===== src/rtl/uart_tx_sched.sv =====
// uart_tx_sched: shares one byte-serial UART transmitter among four byte
// producers. It generates the baud tick, grants requesters round-robin,
// launches one frame per grant with a start/busy handshake, and holds an
// inter-frame gap of GAP_BITS baud ticks after each frame.
//
// state     | meaning
// ----------+------------------------------------------------------------
// S_IDLE    | waiting for any req; grants one requester per edge
// S_WAIT    | tx_start issued, waiting for serializer busy (with timeout)
// S_SEND    | serializer busy with the frame; done pulses when busy drops
// S_GAP     | counting baud ticks of idle line before the next grant
module uart_tx_sched #(
  parameter int CLK_FREQ = 50000000,
  parameter int BAUD     = 9600,
  parameter int GAP_BITS = 1,
  parameter int BUSY_TMO = 15
) (
  input  logic       clk,
  input  logic       rst,
  input  logic [3:0] req,
  input  logic [7:0] data_1,
  input  logic [7:0] data_2,
  input  logic [7:0] data_3,
  input  logic [7:0] data_4,
  output logic [3:0] ack,
  output logic [3:0] done,
  output logic       err,
  output logic       tx_start,
  output logic [7:0] tx_data,
  input  logic       tx_busy,
  output logic       baud_tick
);

  localparam int DIV = CLK_FREQ / BAUD;
  localparam int BW  = (DIV > 2) ? $clog2(DIV) : 1;
  localparam int TW  = (BUSY_TMO > 2) ? $clog2(BUSY_TMO) : 1;
  localparam int GW  = (GAP_BITS > 1) ? $clog2(GAP_BITS) : 1;

  typedef enum logic [1:0] {
    S_IDLE = 2'd0,
    S_WAIT = 2'd1,
    S_SEND = 2'd2,
    S_GAP  = 2'd3
  } state_t;

  state_t      state_q, state_d;
  logic [BW-1:0] baud_cnt_q;
  logic        baud_tick_q;
  logic [1:0]  last_q, last_d;
  logic [TW-1:0] tmo_q, tmo_d;
  logic [GW-1:0] gap_q, gap_d;
  logic [3:0]  ack_q, ack_d;
  logic [3:0]  done_q, done_d;
  logic        err_q, err_d;
  logic        start_q, start_d;
  logic [7:0]  data_q, data_d;

  logic [1:0]  pick;
  logic [1:0]  cand;
  logic        hit;
  logic [7:0]  sel_data;

  // Free-running baud divider; never realigned to frame boundaries.
  always_ff @(posedge clk or posedge rst) begin
    if (rst) begin
      baud_cnt_q  <= '0;
      baud_tick_q <= 1'b0;
    end else begin
      baud_tick_q <= (baud_cnt_q == BW'(DIV - 1));
      if (baud_cnt_q == BW'(DIV - 1)) baud_cnt_q <= '0;
      else                            baud_cnt_q <= baud_cnt_q + BW'(1);
    end
  end

  // Round-robin search starting just after the last granted requester.
  always_comb begin
    pick = last_q;
    hit  = 1'b0;
    cand = '0;
    for (int k = 1; k <= 4; k++) begin
      cand = last_q + 2'(k);
      if (!hit && req[cand]) begin
        pick = cand;
        hit  = 1'b1;
      end
    end
  end

  // Byte of the requester selected by the arbiter.
  always_comb begin
    case (pick)
      2'd1:    sel_data = data_2;
      2'd2:    sel_data = data_3;
      2'd3:    sel_data = data_4;
      default: sel_data = data_1;
    endcase
  end

  // Next-state and next-output logic; every output is registered below.
  always_comb begin
    state_d = state_q;
    last_d  = last_q;
    tmo_d   = tmo_q;
    gap_d   = gap_q;
    ack_d   = 4'b0000;
    done_d  = 4'b0000;
    err_d   = 1'b0;
    start_d = 1'b0;
    data_d  = data_q;
    case (state_q)
      S_IDLE: begin
        if (hit) begin
          ack_d   = 4'b0001 << pick;
          start_d = 1'b1;
          data_d  = sel_data;
          last_d  = pick;
          tmo_d   = '0;
          state_d = S_WAIT;
        end
      end
      S_WAIT: begin
        if (tx_busy) begin
          state_d = S_SEND;
        end else if (tmo_q == TW'(BUSY_TMO - 1)) begin
          // Busy never seen high in time (or dropped before we saw it).
          err_d   = 1'b1;
          gap_d   = '0;
          state_d = (GAP_BITS == 0) ? S_IDLE : S_GAP;
        end else begin
          tmo_d = tmo_q + TW'(1);
        end
      end
      S_SEND: begin
        if (!tx_busy) begin
          done_d  = 4'b0001 << last_q;
          gap_d   = '0;
          state_d = (GAP_BITS == 0) ? S_IDLE : S_GAP;
        end
      end
      S_GAP: begin
        if (baud_tick_q) begin
          if (gap_q == GW'(GAP_BITS - 1)) state_d = S_IDLE;
          else                            gap_d   = gap_q + GW'(1);
        end
      end
      default: state_d = S_IDLE;
    endcase
  end

  // State, bookkeeping and output registers; reset restores req[0] priority.
  always_ff @(posedge clk or posedge rst) begin
    if (rst) begin
      state_q <= S_IDLE;
      last_q  <= 2'd3;
      tmo_q   <= '0;
      gap_q   <= '0;
      ack_q   <= 4'b0000;
      done_q  <= 4'b0000;
      err_q   <= 1'b0;
      start_q <= 1'b0;
      data_q  <= 8'h00;
    end else begin
      state_q <= state_d;
      last_q  <= last_d;
      tmo_q   <= tmo_d;
      gap_q   <= gap_d;
      ack_q   <= ack_d;
      done_q  <= done_d;
      err_q   <= err_d;
      start_q <= start_d;
      data_q  <= data_d;
    end
  end

  assign ack       = ack_q;
  assign done      = done_q;
  assign err       = err_q;
  assign tx_start  = start_q;
  assign tx_data   = data_q;
  assign baud_tick = baud_tick_q;

endmodule


===== config.mk =====
export PLATFORM = sky130hd
export DESIGN_NAME = uart_tx_sched
export DESIGN_NICKNAME = d
export VERILOG_FILES = /design/src/rtl/uart_tx_sched.sv
export SDC_FILE = /design/constraint.sdc
export NUM_CORES = 1
export LEC_CHECK = 0
export BUFFER_PORTS_ARGS = -buffer_cell sky130_fd_sc_hd__buf_2
export CAP_MARGIN = 20
export CORE_MARGIN = 2
export CORE_UTILIZATION = 54
export CTS_BUF_LIST = sky130_fd_sc_hd__clkbuf_16
export CTS_CLUSTER_SIZE = 24
export DETAILED_ROUTE_END_ITERATION = 8
export PLACE_DENSITY = 0.82
export SLEW_MARGIN = 20
export SYNTH_ARGS = -nofsm -noshare
export SYNTH_HDL_FRONTEND = slang
export SYNTH_SLANG_ARGS = --single-unit

===== constraint.sdc =====
create_clock -name clk -period 3.5 [get_ports clk]
set_input_delay 0.7 -clock clk [delete_from_list [all_inputs] [get_ports clk]]
set_output_delay 0.7 -clock clk [all_outputs]
set_load 0.01 [all_outputs]

# == Yosys cells after proc, flatten, opt, wreduce, memory -nomap -nowiden ==
# Index checks and enable logic that the tools add are counted.
# word_totals
output_inout_bits,19
elab_cells,96
regBits,41
# classes
n_reduce_logical,13
shifts,2
add_sub_neg,6
n_eq_ne,16
order_cmp,4
n_mux,44
# op_table
operator,count
$mux W4,7
$pmux W8 S3,1
$mux W2,10
$mux W1,18
$ne A2 B2 Y1 const B,7
$add A13 B1 Y13 const B,1
$eq A13 B13 Y1 const B,1
$mux W13,1
$lt A2 B3 Y1 const B,4
$reduce_and A5 Y1,2
$bmux W1 S2,4
$eq A2 B2 Y1 const B,4
$pmux W2 S4,1
$pmux W4 S2,1
$shl A1 B2 Y4 const A,2
$add A2 B2 Y2 const B,2
$add A4 B1 Y4 const B,1
$eq A2 B1 Y1 const B,2
$eq A4 B4 Y1 const B,1
$reduce_and A4 Y1,1
$logic_and A1 B1 Y1,3
$logic_not A1 Y1,3
$ne A3 B3 Y1 const B,1
$pmux W1 S3,1
other kinds (6),6

# == Depth between registers and ports, before layout ==
# Gate-level depths: netlist (run 1).
# logic_depth
depth_word,16
mapped_depth,11
depth_no_buf,8

# == Least setup slack after synthesis (run 1) ==
# No wires, ideal clock.
# synth_path
kind,flip-flop to flip-flop
startpoint,register last_q[1]
endpoint,register data_q[1] (netlist: tx_data[1])
setup_ns,0.094
n_path_buf,2
stages_incl_launch_ff,11
t_arrival_ns,2.506
path_slack_ns,0.900
period_less_slack_ns,2.600
cell_sequence,dfstp_2 buf_6 inv_1 ha_1 buf_6 mux2_4 nand3_2 o311ai_4 o311ai_2 a221oi_1 a211oi_1
# synth_via
elab_chain_cells,15
# synth_lines
element,line,text
start: declaration,49,"logic [1:0] last_q, last_d;"
start signal: assignment,164,last_q <= last_d;
$add A2 B1 Y2,81,cand = last_q + 2'(k);
$bmux W1 S2,82,if (!hit && req[cand]) begin
$mux W1 (not written as such),82,
$mux W1,82,
$logic_not A1 Y1,82,
$logic_and A1 B1 Y1,82,
$mux W1,82,
$logic_not A1 Y1,82,
$logic_and A1 B1 Y1,82,
$mux W1,82,
$logic_not A1 Y1,82,
$logic_and A1 B1 Y1,82,
$mux W2,82,
$eq A2 B2 Y1 / $eq A2 B1 Y1 (equally long branches),91,case (pick)
$pmux W8 S3,91,
end signal: assignment,171,data_q <= data_d;
end: declaration,56,"logic [7:0] data_q, data_d;"
# Parallel ways exist; a longest one is shown, timed or not. The select of a mux whose other input is x is not followed.
# A chain may end at the register's enable or synchronous reset.

# == Worst setup path in the final report (run 1) ==
# layout_path
startpoint,register last_q[0]
endpoint,register data_q[1] (netlist: tx_data[1])
# Same word-level chain as after synthesis.

==> summary.md, run 1 <==
| Metric | Value |
|---|---|
| Status | finished, final reports clean |
| Min-delay src | baud_cnt_q[0] |
| Final period util | 86.8% |
| Number of DRC markers in iteration 0 | 107 |
| Crit start category | register |
| Routed len/inst | 14.0 um |
| Setup tns final | 0 ps |
| Die area | 5010 um2 |
| Fraction of registers with async set/reset | 100% |
| N_diodes | 0 |
| R2R depth | 8 |
| Max Buffers Root-to-Sink | 2 |
| Fillers | 357 |
| Grt ovf | 0 |
| IO Count | 58 |
| Least-Margin Pin Slew | 729 ps |
| Syn nets | 280 |
| Worst slew margin | 51.3% |
| Number of flops mapped to enable cells by yosys | 0 |
| Synthesis-to-finish area growth | 19.0% |
| Sequential-to-total area share from yosys stat | 41.7% |
| CTS root buf | clkbuf_16 |
| IR drop worst, VDD | 0.534 mV |
| RSZ-0062 raised after global routing | no |
| Initial Util | 55.7% |
| Clk_lat worst skew | 290 ps |
| Final WL | 4.75 mm |
| Final #Nets | 337 |
| CTS Buf Count | 5 |
| Synth Register Bits | 40 |
| Post-layout util | 66.3% |
| Post-cts hold buffer count | 0 |
| Data arrival, critical path | 3180 ps |
| Share of cells above drive strength 1 | 30.2% |
| Design Area, Final | 2870 um2 |
| Post-synthesis cell type count | 48 |
| Vias per inst | 5.45 |
| Setup crit end | tx_data[1] |
| Dpl cell area | 2700 um2 |
| Worst hold path class | reg2reg |
| Die H | 70.8 um |
| YS warnings | 0 |
| Syn_area_per_cell | 10.5 um2 |
| Core box area | 4320 um2 |
| Req. time, crit path | 3640 ps |
| Comb power frac | 47.8% |
| CP startpoint | last_q[0] |
| Clock share of power | 22.4% |
| Fin. Hold Viols | 0 |
| Gp weighted congestion | 0.807 |
| Residual DRC | 0 |
| Internal | 1.43 mW |
| CP Max Fanout | 16 |
| Htree depth | 2 |
| P_leak | 1.33 nW |
| Tot GR Track Use | 20.1% |
| First-pass GRT wire length | 8.02 mm |
| Post-route ant nets | 0 |
| WS Path Type | reg2reg |
| Sw Share | 38.8% |
| Seq pwr share | 29.8% |
| CTS tree | built |
| Reg2Reg Setup Slack | 460 ps |
| Final setup violation count | 0 |
| Max Transition Viols Final | 0 |
| Endpoint type of the worst setup path | register |
| Prevailing post-synth register cell | dfrtp_1 |
| Psw | 907 uW |
| PwrDens | 816 nW/um2 |
| RR Startpoint | last_q[0] |
| Post-DP HPWL | 3.50 mm |
| Post_cts resized | 0 |
| Min cycle time layout | 3040 ps |
| DR vias | 1,854 |
| R2r endpoint | tx_data[1] |
| Cells after synthesis | 230 |
| Number of setup buffers added after CTS | 0 |
| Port Buffer Count | 57 |
| Die Wd | 70.8 um |
| Total Power | 2.34 mW |
| Drt pass-1 iters | 4 |
| Synth Cell Area | 2410 um2 |
| Rows | 24 |
| Initial antenna violation count | 0 |
| Clk slew on worst S/H paths | 60 ps |
| Post-Route Skew | 9.29 ps |
| Clock sink count | 40 |
| Fmax | 0.329 GHz |
| Vias in the first global route | 1,749 |
| Largest net degree at the start of global routing | 22 |
| Max Cap Viol | 0 |
state kept, by name, summed over array words and instances (netlist names):
name and cells:
ack 4, state_q 2, tx_start 1, tmo_q 4
baud_tick 1, last_q 2, tx_data 8, err 1
done 4, baud_cnt_q 13
how the worst min path moves through the flow:
| stage | slack [ps] | end | cells past startpoint |
|---|---|---|---|
| finish | 480 | baud_cnt_q[0] | 1 |
| global route | 510 | tmo_q[3] | 1 |
| CTS | 480 | baud_cnt_q[0] | 1 |
| detailed placement | 470 | baud_cnt_q[0] | 1 |
| global placement | 450 | baud_cnt_q[0] | 1 |
| floorplan | 430 | baud_cnt_q[0] | 1 |
worst max-delay path: stages, from the launching register on:
cell and delay, ps:
dfstp_2 750, inv_1 180, ha_1 510, mux2i_1 260
a21oi_1 80, o21ai_0 360, nand2_1 330, a221oi_1 340
a211oi_1 90
synth_stat cells (all sizes together) (2+ instances only):
cell type | count | area, um2
a211oi | 9 | 72.6
a21boi | 2 | 15.0
a21oi | 5 | 25.0
a221oi | 11 | 114
and2 | 13 | 81.3
buf | 8 | 78.8
clkbuf | 2 | 7.51
dfrtp | 38 | 951
dfstp | 2 | 52.6
ha | 11 | 138
inv | 10 | 37.5
mux2 | 5 | 60.1
mux2i | 13 | 130
nand2 | 13 | 48.8
nand2b | 4 | 25.0
nand3 | 10 | 55.1
nand4 | 3 | 18.8
nor2 | 22 | 82.6
nor2b | 5 | 31.3
nor3 | 3 | 15.0
nor4 | 3 | 25.0
o21ai | 9 | 45.0
o21bai | 2 | 15.0
o311ai | 2 | 42.6
o31ai | 3 | 22.5
or3 | 2 | 12.5
or4b | 2 | 20.0
xnor2 | 5 | 43.8
xor2 | 4 | 35.0
layout make-up:
cell class | instances | area, um2 | share of cell area [%]
multi-input combinational | 170 | 1280 | 44.7
timing repair buffer | 60 | 308 | 10.7
tap | 52 | 65.1 | 2.27
clock inverter | 3 | 46.3 | 1.62
inverter | 10 | 37.5 | 1.31
clock buffer | 5 | 125 | 4.36
sequential | 40 | 1000 | 35.0
metal layers:
metal | vias up | GRT usage [%] | part of all wire [%]
met5 | - | 0 | 0
met4 | 0 | 6.29 | 1.4
met3 | 7 | 5.84 | 5.7
met2 | 57 | 32.9 | 45
met1 | 846 | 25.9 | 47
li1 | 944 | - | -
kinds of logic (layout without fill, tap and decap cells):
kind of cell,count (synthesis),after routing,share of synthesized area (%)
and+or+nand+nor,83,83,18.3
AOI/OAI and AO/OA,49,49,18.0
DFF,40,40,41.7
buffers and inverters,20,78,5.14
muxes,18,18,7.90
adders and majority gates,11,11,5.71
xor gates and xnor gates,9,9,3.27
metrics by stage:
| step | worst slack, ps | hold slack, ps | instances |
|---|---|---|---|
| after detailed placement | 491 | 473 | 332 |
| after CTS | 465 | 481 | 340 |
| after floorplan | 900 | 433 | 230 |
| after global placement | 568 | 451 | 332 |
| after global routing | 159 | 507 | 340 |
| final | 462 | 478 | 340 |
cell usage in the layout, fill, tap and decap left out, types with 2 or more instances in the layout:
cell	synthesis	layout
nor2_1	22	22
nor2b_1	5	5
a21boi_0	2	2
mux2_2	4	4
o21bai_1	2	2
nor4_1	2	2
o31ai_1	3	3
buf_4	2	3
clkbuf_16	0	5
o21ai_0	9	9
a221oi_1	10	10
and2_1	13	13
nand3_1	9	9
a21oi_1	5	5
mux2i_1	13	13
dfstp_2	2	2
nand2_1	13	13
dfrtp_1	38	38
nand2b_1	4	4
nand4_1	3	3
nor3_1	3	3
xnor2_1	5	5
or3_1	2	2
a211oi_1	8	8
ha_1	11	11
inv_1	10	10
xor2_1	4	4
buf_2	2	57
power by group through the flow:
stage	Sequential, mW	Combinational (mW)	Clock (mW)
floorplan	0.692	0.941	0
global placement	0.700	1.09	0
detailed placement	0.700	1.12	0
CTS	0.696	1.13	0.533
global route	0.715	1.23	0.553
finish	0.698	1.12	0.523
Note: power is estimated with default switching activity, not from simulation.
==> inputs of run 2 (changes only) <==
--- a/config.mk
+++ b/config.mk
@@ -7,9 +7,9 @@
 export LEC_CHECK = 0
 export BUFFER_PORTS_ARGS = -buffer_cell sky130_fd_sc_hd__buf_2
 export CAP_MARGIN = 20
+export CORE_ASPECT_RATIO = 1.2
 export CORE_MARGIN = 2
 export CORE_UTILIZATION = 54
-export CTS_BUF_LIST = sky130_fd_sc_hd__clkbuf_16
 export CTS_CLUSTER_SIZE = 24
 export DETAILED_ROUTE_END_ITERATION = 8
 export PLACE_DENSITY = 0.82
==> summary.md, run 2 (synthesized netlist as in run 1, its figures left out) <==
| Metric | Value |
|---|---|
| Status | finished, final reports clean |
| Top reg by flops | baud_cnt_q |
| Residual DRC | 0 (unchanged) |
| Tot GR Track Use | 20.6% (+0.45 points) |
| Htree depth | 2 (unchanged) |
| Initial Util | 56.5% (+0.82 points) |
| Die Wd | 65.0 um (-8.2%) |
| Met1 usage | 25.5% (-0.42 points) |
| Layer with the highest usage | met2 |
| Clk slew on worst S/H paths | 80 ps (+20 ps) |
| Number of DRC markers in iteration 0 | 62 (-42%) |
| Routed len/inst | 14.0 um (+0.19%) |
| Req. time, crit path | 3640 ps (about the same) |
| Fillers | 359 (+0.56%) |
| Met3 global-route usage | 4.40% (-1.4 points) |
| Post-cts hold buffer count | 0 (unchanged) |
| PwrDens | 767 nW/um2 (-6.0%) |
| Share of cells above drive strength 1 | 30.2% (unchanged) |
| Number of setup buffers added after CTS | 0 (unchanged) |
| Min cycle time layout | 3120 ps (+84.5 ps) |
| Post_cts resized | 0 (unchanged) |
| Clk_lat worst skew | 290 ps (about the same) |
| Post-Route Skew | 7.85 ps (-1.44 ps) |
| Post-DP HPWL | 3.76 mm (+7.4%) |
| Met2 usage | 36.1% (+3.2 points) |
| Max FFs per register | 13 (unchanged) |
| Final period util | 89.2% (+2.4 points) |
| Port Buffer Count | 57 (unchanged) |
| Data arrival, critical path | 3260 ps (+80 ps) |
| Fin. Hold Viols | 0 (unchanged) |
| Setup tns final | 0 ps (unchanged) |
| Largest net degree at the start of global routing | 23 (+4.5%) |
| N_diodes | 0 (unchanged) |
| Grt ovf | 0 (unchanged) |
| Least-Margin Pin Slew | 790 ps (+60.6 ps) |
| Clock sink count | 40 (unchanged) |
| Worst hold path class | reg2reg |
| Initial antenna violation count | 0 (unchanged) |
| Post-route ant nets | 0 (unchanged) |
| Worst slew margin | 47.3% (-4.0 points) |
| Max Buffers Root-to-Sink | 2 (unchanged) |
| Final setup violation count | 0 (unchanged) |
| Gp weighted congestion | 0.820 (+1.7%) |
| CTS Buf Count | 5 (unchanged) |
| Die H | 77.2 um (+9.0%) |
| Commonest non-fill, non-tap cell in the layout | buf_2 |
| CTS root buf | clkbuf_8 |
| RSZ-0062 raised after global routing | no |
| CP Max Fanout | 16 (unchanged) |
| Vias per inst | 5.49 (+0.76%) |
| First-pass GRT wire length | 8.33 mm (+3.8%) |
| Core box area | 4260 um2 (-1.4%) |
| Die area | 5010 um2 (about the same) |
| Final WL | 4.81 mm (+1.4%) |
| IR drop worst, VDD | 0.575 mV (+7.6%) |
| Synthesis-to-finish area growth | 15.9% |
| DR vias | 1,890 (+1.9%) |
| Crit start category | register |
| Fmax | 0.320 GHz (-2.7%) |
| P_leak | 1.29 nW (-3.0%) |
| Most frequent cells in the layout | buf_2 (57), dfrtp_1 (38), nor2_1 (22) |
| CTS tree | built |
| Max Cap Viol | 0 (unchanged) |
| Max Transition Viols Final | 0 (unchanged) |
| Rows | 26 (+8.3%) |
| Final #Nets | 337 (unchanged) |
| Vias in the first global route | 1,929 (+10%) |
| Drt pass-1 iters | 4 (unchanged) |
| Total Power | 2.14 mW (-8.4%) |
| IO Count | 58 (unchanged) |
| Endpoint type of the worst setup path | register |
| WS Path Type | reg2reg |
==> run 2: cell count changes in the layout (fill, tap and decap cells not counted) <==
cell	delta
clkinvlp_4	+1
clkbuf_8	+5
clkbuf_16	-5
bufinv_16	-1
inv_6	-1
clkinv_4	+1
==> run 2: worst paths after layout <==
| path | slack (ps) | cells after the start | to | from |
|---|---|---|---|---|
| min in group asynchronous | 540 | 2 | baud_tick | rst |
| setup / recovery | 380 | 8 | tx_data[0] | last_q[0] |
| hold reg to reg | 470 | 1 | baud_cnt_q[0] | baud_cnt_q[0] |
| max in group asynchronous | 2150 | 3 | last_q[0] | rst |
| setup reg to reg | 380 | 8 | tx_data[0] | last_q[0] |
| hold / removal | 470 | 1 | baud_cnt_q[0] | baud_cnt_q[0] |
==> run 2: area by class of cell <==
cell class | instances | area, um2 | area share (%)
Tap cell | 56 | 70.1 | 2.51
Clock inverter | 3 | 23.8 | 0.851
Multi-Input combinational cell | 170 | 1280 | 45.9
Inverter | 10 | 37.5 | 1.34
Clock buffer | 5 | 68.8 | 2.46
Timing Repair Buffer | 60 | 308 | 11.0
Sequential cell | 40 | 1000 | 35.9
==> run 2: per-stage QoR <==
| step | instance area [um2] | worst slack [ps] | hold slack (ps) | utilization, % | instances |
|---|---|---|---|---|---|
| 2_1_floorplan | 2410 | 900 | 433 | - | 230 |
| 3_3_place_gp | 2700 | 573 | 449 | 63.4 | 336 |
| 3_5_place_dp | 2700 | 406 | 455 | 63.4 | 336 |
| 4_1_cts | 2790 | 397 | 467 | 65.5 | 344 |
| 5_1_grt | 2790 | 113 | 496 | 65.5 | 344 |
| 6_report | 2790 | 378 | 470 | 65.5 | 344 |
==> run 2: worst max-delay path, cell delays in order, from the launching register on <==
cell and delay [ps]:
dfstp_2 750, inv_1 190, ha_1 520, mux2i_1 260, a21oi_1 80, o21ai_0 380, nand2_1 350, a221oi_1 360
a211oi_1 80
==> run 2: report_power, final <==
group,leakage (nW),total [mW],switching [mW],internal [mW]
Combinational,0.740,1.14,0.632,0.509
Clock,0.0404,0.304,0.163,0.141
Sequential,0.507,0.696,0.113,0.584
==> run 2: metal layers <==
metal  wire (um)  vias up
met5           0        -
li1            -      941
met2        2470       64
met4          28        0
met1        2040      881
met3         281        4
==> inputs of run 3 (changes only) <==
--- a/config.mk
+++ b/config.mk
@@ -5,6 +5,7 @@
 export SDC_FILE = /design/constraint.sdc
 export NUM_CORES = 1
 export LEC_CHECK = 0
+export ABC_AREA = 1
 export BUFFER_PORTS_ARGS = -buffer_cell sky130_fd_sc_hd__buf_2
 export CAP_MARGIN = 20
 export CORE_ASPECT_RATIO = 1.2
@@ -12,7 +13,7 @@
 export CORE_UTILIZATION = 54
 export CTS_CLUSTER_SIZE = 24
 export DETAILED_ROUTE_END_ITERATION = 8
-export PLACE_DENSITY = 0.82
+export PLACE_DENSITY = 0.79
 export SLEW_MARGIN = 20
 export SYNTH_ARGS = -nofsm -noshare
 export SYNTH_HDL_FRONTEND = slang
==> summary.md, run 3 <==
| Metric | Value |
|---|---|
| Main combinational cell family by area after synthesis | simple AND/OR/NAND/NOR gates |
| CTS root buf | clkbuf_8 |
| Critical Path Max Stage Delay | 700 ps (-50 ps) |
| Drt pass-1 iters | 4 (unchanged) |
| Largest net degree at the start of global routing | 41 (+78%) |
| Synthesis-to-finish area growth | 15.2% |
| Post-synthesis cell type count | 28 (-42%) |
| Most frequent cell after synthesis | nand2_1 |
| Final #Nets | 433 (+28%) |
| Most frequent cells in the layout | nand2_1 (81), buf_2 (57), inv_1 (50) |
| Post-synth top area share | 37.6% (-1.9 points) |
| Post-route ant nets | 0 (unchanged) |
| Residual DRC | 0 (unchanged) |
| Family with the most delay on the worst path | simple AND/OR/NAND/NOR gates |
| CTS tree | built |
| Tot GR Track Use | 21.1% (+0.52 points) |
| CTS Buf Count | 5 (unchanged) |
| IO Count | 58 (unchanged) |
| Die Wd | 66.5 um (+2.3%) |
| Fraction of registers with async set/reset | 100% (unchanged) |
| Most common cell on crit path | nand2_1 |
| IR drop worst, VDD | 0.898 mV (+56%) |
| Final period util | 76.3% (-13 points) |
| Vias in the first global route | 1,982 (+2.7%) |
| DR vias | 2,210 (+17%) |
| Crit-path cells | inv_2 > ha_1 > inv_1 > nand3_2 > nand2_4 > nor2_8 > nand2_1 > nor2_2 > inv_2 > nand2_2 > inv_2 > nand2_1 > inv_1 > nand2_1 > nand2_1 |
| Setup tns final | 0 ps (unchanged) |
| Cell with the largest stage delay on the worst path | dfstp_2 |
| Fmax | 0.375 GHz (+17%) |
| Crit start category | register |
| RSZ-0062 raised after global routing | no |
| Syn_area_per_cell | 7.80 um2 (-26%) |
| Total Power | 2.76 mW (+29%) |
| Number of setup buffers added after CTS | 0 (unchanged) |
| Max Transition Viols Final | 0 (unchanged) |
| Synth Area in XOR/XNOR | 2.08% (-1.2 points) |
| Synth Area in Adders | 5.45% (-0.27 points) |
| Syn nets | 374 (+34%) |
| Status | finished, final reports clean |
| Dpl cells | 434 (+29%) |
| Synth area leaders | dfrtp_1 (38%), nand2_1 (12%), inv_1 (7.4%) |
| Share of cells above drive strength 1 | 26.3% (-3.9 points) |
| Non-Filler Instances | 442 (+28%) |
| Hold WS | 481 ps (+10.9 ps) |
| Final setup violation count | 0 (unchanged) |
| Top reg by flops | baud_cnt_q |
| Post-Route Skew | 5.47 ps (-2.38 ps) |
| P_leak | 1.66 nW (+29%) |
| Endpoint type of the worst setup path | register |
| Grt ovf | 0 (unchanged) |
| Worst hold path class | reg2reg |
| Commonest non-fill, non-tap cell in the layout | nand2_1 |
| Least-Margin Pin Slew | 767 ps (-22.6 ps) |
| Port Buffer Count | 57 (unchanged) |
| Synth Cell Area | 2530 um2 (+4.9%) |
| Clk slew on worst S/H paths | 70 ps (about the same) |
| Prevailing post-synth register cell | dfrtp_1 |
| Data arrival, critical path | 2850 ps (-410 ps) |
| Setup WS post-layout | 830 ps (+452 ps) |
| Cells after synthesis | 324 (+41%) |
| YS warnings | 0 (unchanged) |
| Die H | 78.9 um (+2.3%) |
| Final WL | 5.12 mm (+6.4%) |
| First-pass GRT wire length | 8.49 mm (+2.0%) |
| Max FFs per register | 13 (unchanged) |
| Gp weighted congestion | 0.885 (+7.9%) |
| Number of DRC markers in iteration 0 | 132 (+110%) |
| Post-cts hold buffer count | 0 (unchanged) |
| Post_cts resized | 0 (unchanged) |
| Clk_lat worst skew | 300 ps (about the same) |
| WS Path Type | reg2reg |
| Sequential-to-total area share from yosys stat | 39.7% (-2.0 points) |
| Initial antenna violation count | 0 (unchanged) |
| Max Cap Viol | 0 (unchanged) |
| Post-synthesis mux area share | 0% (-7.9 points) |
| Vias per inst | 5.00 (-9.0%) |
| Synth cell count leaders | nand2_1 (81), inv_1 (50), dfrtp_1 (38) |
| CP Max Fanout | 13 (-3) |
| Die area | 5250 um2 (+4.6%) |
| Bufs and invs on worst path | 5 (+4) |
| Max Buffers Root-to-Sink | 2 (unchanged) |
| N_diodes | 0 (unchanged) |
| Synth Register Bits | 40 (unchanged) |
| PwrDens | 948 nW/um2 (+24%) |
| Area fraction in compound gates after synthesis | 6.98% (-11 points) |
| Routed len/inst | 11.6 um (-17%) |
| Clock sink count | 40 (unchanged) |
| Synth Area in Simple Gates | 35.0% (+17 points) |
| Htree depth | 2 (unchanged) |
| Req. time, crit path | 3680 ps (+40 ps) |
| Setup WS pre-CTS | 867 ps (+461 ps) |
| Fin. Hold Viols | 0 (unchanged) |
| Initial Util | 55.4% (-1.1 points) |
| Core box area | 4560 um2 (+7.0%) |
| Min cycle time layout | 2670 ps (-452 ps) |
| Post-DP HPWL | 3.83 mm (+1.7%) |
| Worst slew margin | 48.5% (+1.2 points) |
| Post-synth top area cell | dfrtp_1 |
| Rows | 27 (+3.8%) |
| Number of flops mapped to enable cells by yosys | 0 (unchanged) |
==> run 3: cell count changes in the layout (fill, tap and decap cells not counted), moves of 5 or more <==
cell and delta:
a211oi_1 -8, a21oi_1 +6, nand3_2 +8, nand2_2 +14, mux2i_1 -13, nor2b_1 -5, nand3_1 +21, o21ai_1 +5
and2_1 -13, nand2_1 +68, inv_1 +40, a221oi_1 -9
==> run 3: cell type report <==
type	instances	area, um2
Clock buffer	8	90.1
Fill cell	423	1650
Inverter	54	203
Multi-Input combinational cell	224	1250
Sequential cell	40	1000
Tap cell	58	72.6
Timing Repair Buffer	58	293
==> run 3: worst paths after layout <==
path                            start             to  slack [ps]  depth (start not counted)
max in group asynchronous         rst      last_q[1]        2620                          3
min                        tx_data[0]     tx_data[0]         480                          2
min reg2reg                tx_data[0]     tx_data[0]         480                          2
max                         last_q[0]     tx_data[2]         830                         15
min in group asynchronous         rst  baud_cnt_q[3]         520                          3
max reg2reg                 last_q[0]     tx_data[2]         830                         15
==> run 3: layer usage <==
metal  wire length, um  track usage (%)  up-vias
li1                  -                -     1131
met1              2310             25.0     1020
met2              2500             37.2       53
met3               245             4.82        6
met4                70             6.73        0
met5                 0                0        -
==> run 3: worst min-delay path, stage by stage, from the launching register on <==
cell and delay (ps):
dfrtp_1 340, nand2_1 60, nand2_1 60
==> run 3: where the power goes <==
group	internal [mW]	leakage [nW]	total (mW)	switching (mW)
clock network	0.161	0.0455	0.318	0.157
registers	0.587	0.516	0.680	0.0939
logic	0.581	1.10	1.76	1.18
total	1.33	1.66	2.76	1.43
==> run 3: kinds of logic (layout without fill, tap and decap cells) <==
kind of cell             Yosys count  count (layout)
flip-flops                        40              40
buffers and inverters             60             120
AND/OR/NAND/NOR                  175             175
adder cells (fa/ha/maj)           11              11
AO/OA/AOI/OAI                     32              32
XOR/XNOR                           6               6
==> run 3: through the flow <==
step                util (%)  area [um2]
floorplan                  -        2530
detailed placement      61.9        2820
global route            63.9        2910
CTS                     63.9        2910
finish                  63.9        2910
global placement        61.9        2820
